File: src/rtl/register_file.sv
// Architectural register file with two registered read ports, one write
// port (port D from writeback) and a per-register busy scoreboard.
//
// Ports:
//   clk, reset          rising-edge clock, async active-high reset
//   portD_*             write strobe/key/value from writeback; clears busy
//   reserve_*           mark a destination busy (key 0 needs special)
//   portA_*, portB_*    read request (enable/key/special) and registered
//                       value/busy results, one cycle after the request
//
// Optional feature: define REGFILE_BYPASS_EN to forward same-cycle
// port-D writes and reservations into the read results.

module register_file #(
  parameter int NUM_REGS   = 32,
  parameter int DATA_WIDTH = 32,
  parameter int KEY_WIDTH  = 5
) (
  input  logic                  clk,
  input  logic                  reset,
  input  logic                  portD_enable,
  input  logic [KEY_WIDTH-1:0]  portD_key,
  input  logic [DATA_WIDTH-1:0] portD_value,
  input  logic                  reserve_enable,
  input  logic [KEY_WIDTH-1:0]  reserve_key,
  input  logic                  reserve_special,
  input  logic                  portA_enable,
  input  logic [KEY_WIDTH-1:0]  portA_key,
  input  logic                  portA_special,
  output logic [DATA_WIDTH-1:0] portA_value,
  output logic                  portA_busy,
  input  logic                  portB_enable,
  input  logic [KEY_WIDTH-1:0]  portB_key,
  input  logic                  portB_special,
  output logic [DATA_WIDTH-1:0] portB_value,
  output logic                  portB_busy
);

  logic [DATA_WIDTH-1:0] regs [NUM_REGS];
  logic [NUM_REGS-1:0]   busy;
  logic [NUM_REGS-1:0]   busy_next;
  logic                  reserve_ok;

  logic [DATA_WIDTH-1:0] a_src_value;
  logic [DATA_WIDTH-1:0] b_src_value;
  logic                  a_src_busy;
  logic                  b_src_busy;
  logic [DATA_WIDTH-1:0] a_value;
  logic [DATA_WIDTH-1:0] b_value;
  logic                  a_busy;
  logic                  b_busy;

  // Key 0 may only be reserved through the special path.
  assign reserve_ok = reserve_enable &&
                      ((reserve_key != '0) || reserve_special);

  // Reserve is applied after the write so a newer producer wins.
  always_comb begin
    busy_next = busy;
    if (portD_enable) begin
      busy_next[portD_key] = 1'b0;
    end
    if (reserve_ok) begin
      busy_next[reserve_key] = 1'b1;
    end
  end

`ifdef REGFILE_BYPASS_EN
  assign a_src_value = (portD_enable && (portD_key == portA_key)) ?
                       portD_value : regs[portA_key];
  assign b_src_value = (portD_enable && (portD_key == portB_key)) ?
                       portD_value : regs[portB_key];
  assign a_src_busy  = busy_next[portA_key];
  assign b_src_busy  = busy_next[portB_key];
`else
  assign a_src_value = regs[portA_key];
  assign b_src_value = regs[portB_key];
  assign a_src_busy  = busy[portA_key];
  assign b_src_busy  = busy[portB_key];
`endif

  // Non-special reads of key 0 behave as a hardwired zero register.
  always_comb begin
    a_value = a_src_value;
    a_busy  = a_src_busy;
    if ((portA_key == '0) && !portA_special) begin
      a_value = '0;
      a_busy  = 1'b0;
    end
  end

  always_comb begin
    b_value = b_src_value;
    b_busy  = b_src_busy;
    if ((portB_key == '0) && !portB_special) begin
      b_value = '0;
      b_busy  = 1'b0;
    end
  end

  // Storage: key 0 is written unconditionally, writeback filters it.
  always_ff @(posedge clk or posedge reset) begin
    if (reset) begin
      for (int i = 0; i < NUM_REGS; i++) begin
        regs[i] <= '0;
      end
    end else if (portD_enable) begin
      regs[portD_key] <= portD_value;
    end
  end

  always_ff @(posedge clk or posedge reset) begin
    if (reset) begin
      busy <= '0;
    end else begin
      busy <= busy_next;
    end
  end

  always_ff @(posedge clk or posedge reset) begin
    if (reset) begin
      portA_value <= '0;
      portA_busy  <= 1'b0;
    end else if (portA_enable) begin
      portA_value <= a_value;
      portA_busy  <= a_busy;
    end
  end

  always_ff @(posedge clk or posedge reset) begin
    if (reset) begin
      portB_value <= '0;
      portB_busy  <= 1'b0;
    end else if (portB_enable) begin
      portB_value <= b_value;
      portB_busy  <= b_busy;
    end
  end

endmodule
File: config.mk
export PLATFORM = sky130hd
export DESIGN_NAME = register_file
export DESIGN_NICKNAME = d
export VERILOG_FILES = /design/src/rtl/register_file.sv
export SDC_FILE = /design/constraint.sdc
export NUM_CORES = 2
export LEC_CHECK = 0
export CAP_MARGIN = 20
export CORE_UTILIZATION = 55
export DETAILED_ROUTE_END_ITERATION = 12
export PLACE_DENSITY = 0.74
export SYNTH_ARGS = -nofsm -noshare
export SYNTH_HDL_FRONTEND = slang
export SYNTH_SLANG_ARGS = --single-unit
File: constraint.sdc
create_clock -name clk -period 49.2 [get_ports clk]
set_clock_uncertainty 0.1 [all_clocks]
set_input_delay 9.84 -clock clk [delete_from_list [all_inputs] [get_ports clk]]
set_output_delay 9.84 -clock clk [all_outputs]
set_load 0.05 [all_outputs]
# Word level (Yosys, flattened, before mapping)
# Index checks and enable logic that the tools add are counted.
# classes
addsub	0
multipliers	0
div	0
n_lt_le_gt_ge	10
n_eq_ne	0
n_shift	0
n_mux	23
bitwise	6
n_reduce_logical	12
# ops
operator	count
$bwmux W1024	1
$bmux W32 S5	2
$mux W32	9
$demux W32 S5	1
$and A32 B32 Y32	1
$not A32 Y32	1
$or A32 B32 Y32	1
$lt A5 B6 Y1 const B	4
$ge A6 B6 Y1 const B	3
$not A5 Y6	3
$bmux W1 S5	2
$demux W1 S5	2
$ge A5 B1 Y1 const B	2
$logic_not A5 Y1	2
$logic_and A1 B1 Y1	6
$lt A6 B1 Y1 const B	1
$mux W1	6
$reduce_bool A5 Y1	1
$logic_not A1 Y1	2
$logic_or A1 B1 Y1	1
# word_totals
register_bits	1122
latchBits	0
ramBits	0
rom_bits	0
input_bits	61
out_inout_bits	66
word_cells	88
memories	0

# Depth between registers and ports, before layout
# depth
depth_word	9
depth_mapped	9
ltp_nobuf	4

# Worst setup path before layout
# OpenSTA, ideal clock, no wires.
# synth_path
path_type	input -> register
startpoint	in portB_key[0]
endpoint	reg portB_value[16]
setup_time_ns	0.160
arrival_ns	11.304
path_slack_ns	37.635
stages	9
n_path_buf	5
path_cell_list	buf_6 -> buf_8 -> buf_6 -> buf_6 -> buf_6 -> mux2i_1 -> o22ai_1 -> a2111oi_0 -> a221oi_1
# synth_via
elab_chain_len	5
word_cells_on_any_way	7
classes_between	4 x mux; 1 x bitwise; 2 x reduce/logical
# synth_rtl
item	line	text
start: declaration	33	input logic [KEY_WIDTH-1:0] portB_key,
$not A5 Y6 (implied by the code)	77	assign b_src_value = regs[portB_key];
$bmux W32 S5	77	
$mux W32 (implied by the code) (2 in series)	77	
$mux W32 *	95	if ((portB_key == '0) && !portB_special) begin
end signal: assignment	135	portB_value <= b_value;
end: declaration	35	output logic [DATA_WIDTH-1:0] portB_value,
# Every way passes the cells marked *; elsewhere a longest branch is shown, timed or not. The select of a mux whose other input is x is not followed.
# A chain may end at the register's enable or synchronous reset.

# Worst setup path after layout
# Same ends and word-level chain as after synthesis.

==> results.cfg <==
[clocking]
cts_num_sinks = 1122
cts_root_buf = clkbuf_16
cts_setup_buffers = 0
clk_path_buf_depth = 3
tritoncts = yes
cts_made_buffers = 116
htree_levels = 3
hold_buffers = 0
ctsResizeCount = 0
clk_pin_slew_ns = 0.06
clkLatencyLatePin_ns = 0.72

[sta]
worst_pin_slew_ns = 1.200
drv_slew = 0
max_freq_ghz = 0.07651
setup_violations = 0
tns_ns = 0
finalHoldViolations = 0
rsz0062_at_grt = no
finalWorstPathRequiredPeriod_ns = 13.07
timing.final.crit_share_pct = 26.56
slew_headroom_pct = 20.02

[synth]
syn-num-nets = 4337
synth_compound_area_share_pct = 6.494
async_flop_share_pct = 100.0
synthMostInstantiatedCell = dfrtp_1
synth_cells = 4276
synth-simple-area-share_pct = 3.141
yosys-top-cells-count = 1,122 x dfrtp_1, 1,068 x mux2_2, 356 x mux2i_1, 356 x mux4_2, 198 x clkbuf_1
synth_mux_area_share_pct = 39.68
synth_area_leaders = dfrtp_1 47%, mux2_2 20%, mux4_2 13%
synth.avg_cell_area_um2 = 13.98
synth_top_family_by_area = multiplexers
synthDistinctLibCells = 55
ys_seq_elements = 1122
yosys_warnings = 0
synthXorXnorAreaFrac_pct = 0
synth_fa_ha_area_share_pct = 0
synth_area_mm2 = 0.05979
synth_edf_count = 0
yosys.area.top_type = dfrtp_1
synth_top_area_share_pct = 46.96
synth_ff_type = dfrtp_1
ys_seq_area_share_pct = 46.96

[pwr]
ir_drop_v = 0.00003717
p_per_area_mw_per_mm2 = 41.59
swShare_pct = 28.43
p_int_mw = 1.968
p_switching_mw = 0.7818
pwr-share-seq_pct = 45.4
power_mw = 2.750
p_comb_share_pct = 20.6
cellLeakagePower_nw = 28.61
power_frac_clock_pct = 33.9

[worst_setup_path]
rr_endpoint = portB_value[23]
cp-end-kind = flip-flop
crit_chain = buf_8, buf_4, buf_4, mux4_2, mux2_2, a2111oi_0, a221oi_1
r2r_slack_ns = 46.90
path_class = input pin to flip-flop
cpMaxStageDelayCell = buf_4
reg2reg_depth = 4
slowest_delay_ns = 0.76
arrival_ns = 13.52
crit_path_max_fanout = 80
cp-start-kind = input pin
r2r_start = regs[375]
cp.buffers_inverters = 3
cpLargestDelayFamily = buffers and inverters
worstPathRequired_ns = 49.65
cp_common_cell = buf_4

[grt]
grt_pass1_vias = 41100
grt_max_degree = 163
grt_pass1_wl_um = 291700
use_met2_pct = 53.41
overflow = 0
use_met1_pct = 49.78
use_met3_pct = 10.42
antenna_found_initial = 15
grt_usage_pct = 36.44
top_usage_layer = met2

[min_path]
hp-class = flip-flop to flip-flop
min_to = regs[363]
worstHoldStart = regs[363]
min_path_cells = 1

[outcome]
status = finished clean

[job]
drv_cap = 0

[floorplanning]
chipHeight_um = 331.7
design.portCount = 127
die_x_um = 331.7
core.rowCount = 120
die-area_mm2 = 0.1100
start_util_pct = 55.69
coreArea_mm2 = 0.1074

[route]
drc_errors = 0
drtIter0Drc = 5449
totalWireLength_um = 201100
drt_first_pass_iters = 5
viasPerCell = 7.279
num_vias = 41590
wire_per_inst_um = 35.20
drtAntennaViolNets = 0

[place]
numPortBuffers = 126
routabilityCongestion = 0.8585
placed_cells = 5473
dp_hpwl_um = 110600

[finish]
fin_nets = 4264
fin_util_pct = 61.60
syn2layout_area_growth_pct = 10.61
drive_above_1_share_pct = 42.48
fillers = 8081
stdcell_count = 5713
kinds of logic after synthesis:
family | Yosys count
AOI/OAI and AO/OA | 543
buffers and inverters | 461
DFF | 1122
muxes | 1790
and+or+nand+nor | 360
layout make-up:
class / instances / area (um^2) / area share, %
Clock inverter: 41 / 541.8 / 0.8193
Sequential cell: 1122 / 28080 / 42.46
Timing Repair Buffer: 238 / 2397 / 3.625
Clock buffer: 175 / 3487 / 5.273
Tap cell: 1403 / 1755 / 2.655
Antenna cell: 9 / 22.52 / 0.03406
Multi-Input combinational cell: 2693 / 29720 / 44.94
Inverter: 32 / 127.6 / 0.1930
worst max-delay path by stage:
| stage | slack (ns) | start | endpoint | cells after the start |
|---|---|---|---|---|
| 2_1_floorplan | 7.66 | reset | busy[0] | 1 |
| 3_3_place_gp | 35.37 | reset | regs[139] | 5 |
| 3_5_place_dp | 35.35 | reset | regs[139] | 5 |
| 4_1_cts | 36.11 | reset | regs[139] | 5 |
| 5_1_grt | 35.88 | portB_key[0] | portB_value[16] | 7 |
| 6_report | 36.13 | portB_key[0] | portB_value[16] | 7 |
layer usage:
layer	share of wire (%)	vias up	wire length [um]
met5	0.042	-	84
met4	5.6	10	11250
met3	12	655	24500
met2	44	2751	88380
met1	38	21950	76860
li1	-	16220	-
sequential cells by signal, summed over array words and instances, names as in the netlist:
| register | flops |
|---|---|
| busy | 32 |
| portA_value | 32 |
| portB_busy | 1 |
| portB_value | 32 |
| regs | 1024 |
| portA_busy | 1 |
power by group through the flow:
| stage | Combinational, mW | Sequential [mW] | Clock [mW] |
|---|---|---|---|
| final | 0.568 | 1.25 | 0.933 |
| after global routing | 0.602 | 1.27 | 0.971 |
| after CTS | 0.560 | 1.24 | 0.939 |
| after detailed placement | 0.557 | 1.26 | 0 |
| after global placement | 0.544 | 1.24 | 0 |
| after floorplan | 0.417 | 1.23 | 0 |
placed cells by master (no fill, tap or decap), types with 12 or more instances in the layout:
cell / n
nor2_4: 17
o22a_1: 27
clkdlybuf4s50_1: 114
a221oi_1: 22
or2_2: 14
nor2b_1: 21
a22oi_1: 93
mux2_2: 1068
clkbuf_16: 124
clkbuf_8: 32
dfrtp_1: 1122
o21ai_0: 93
a22o_1: 21
nor2_1: 21
a21oi_1: 67
a211oi_1: 47
buf_4: 98
o22ai_1: 69
a31oi_1: 31
a2111oi_0: 31
nand2_2: 14
clkbuf_1: 25
nand2_1: 145
and2_1: 17
inv_1: 29
mux4_2: 356
bufinv_16: 12
clkinv_2: 20
nand2b_1: 25
and4_1: 27
mux2i_1: 356
through the flow:
stage	cell area, um^2	hold slack [ns]	setup slack, ns
after floorplan	59790	0.3712	7.665
after CTS	65730	0.4191	36.11
final	66130	0.4112	36.13
after global placement	61690	0.3889	35.37
after detailed placement	61700	0.3941	35.35
after global routing	66110	0.4323	35.88
Note: power is estimated with default switching activity, not from simulation.
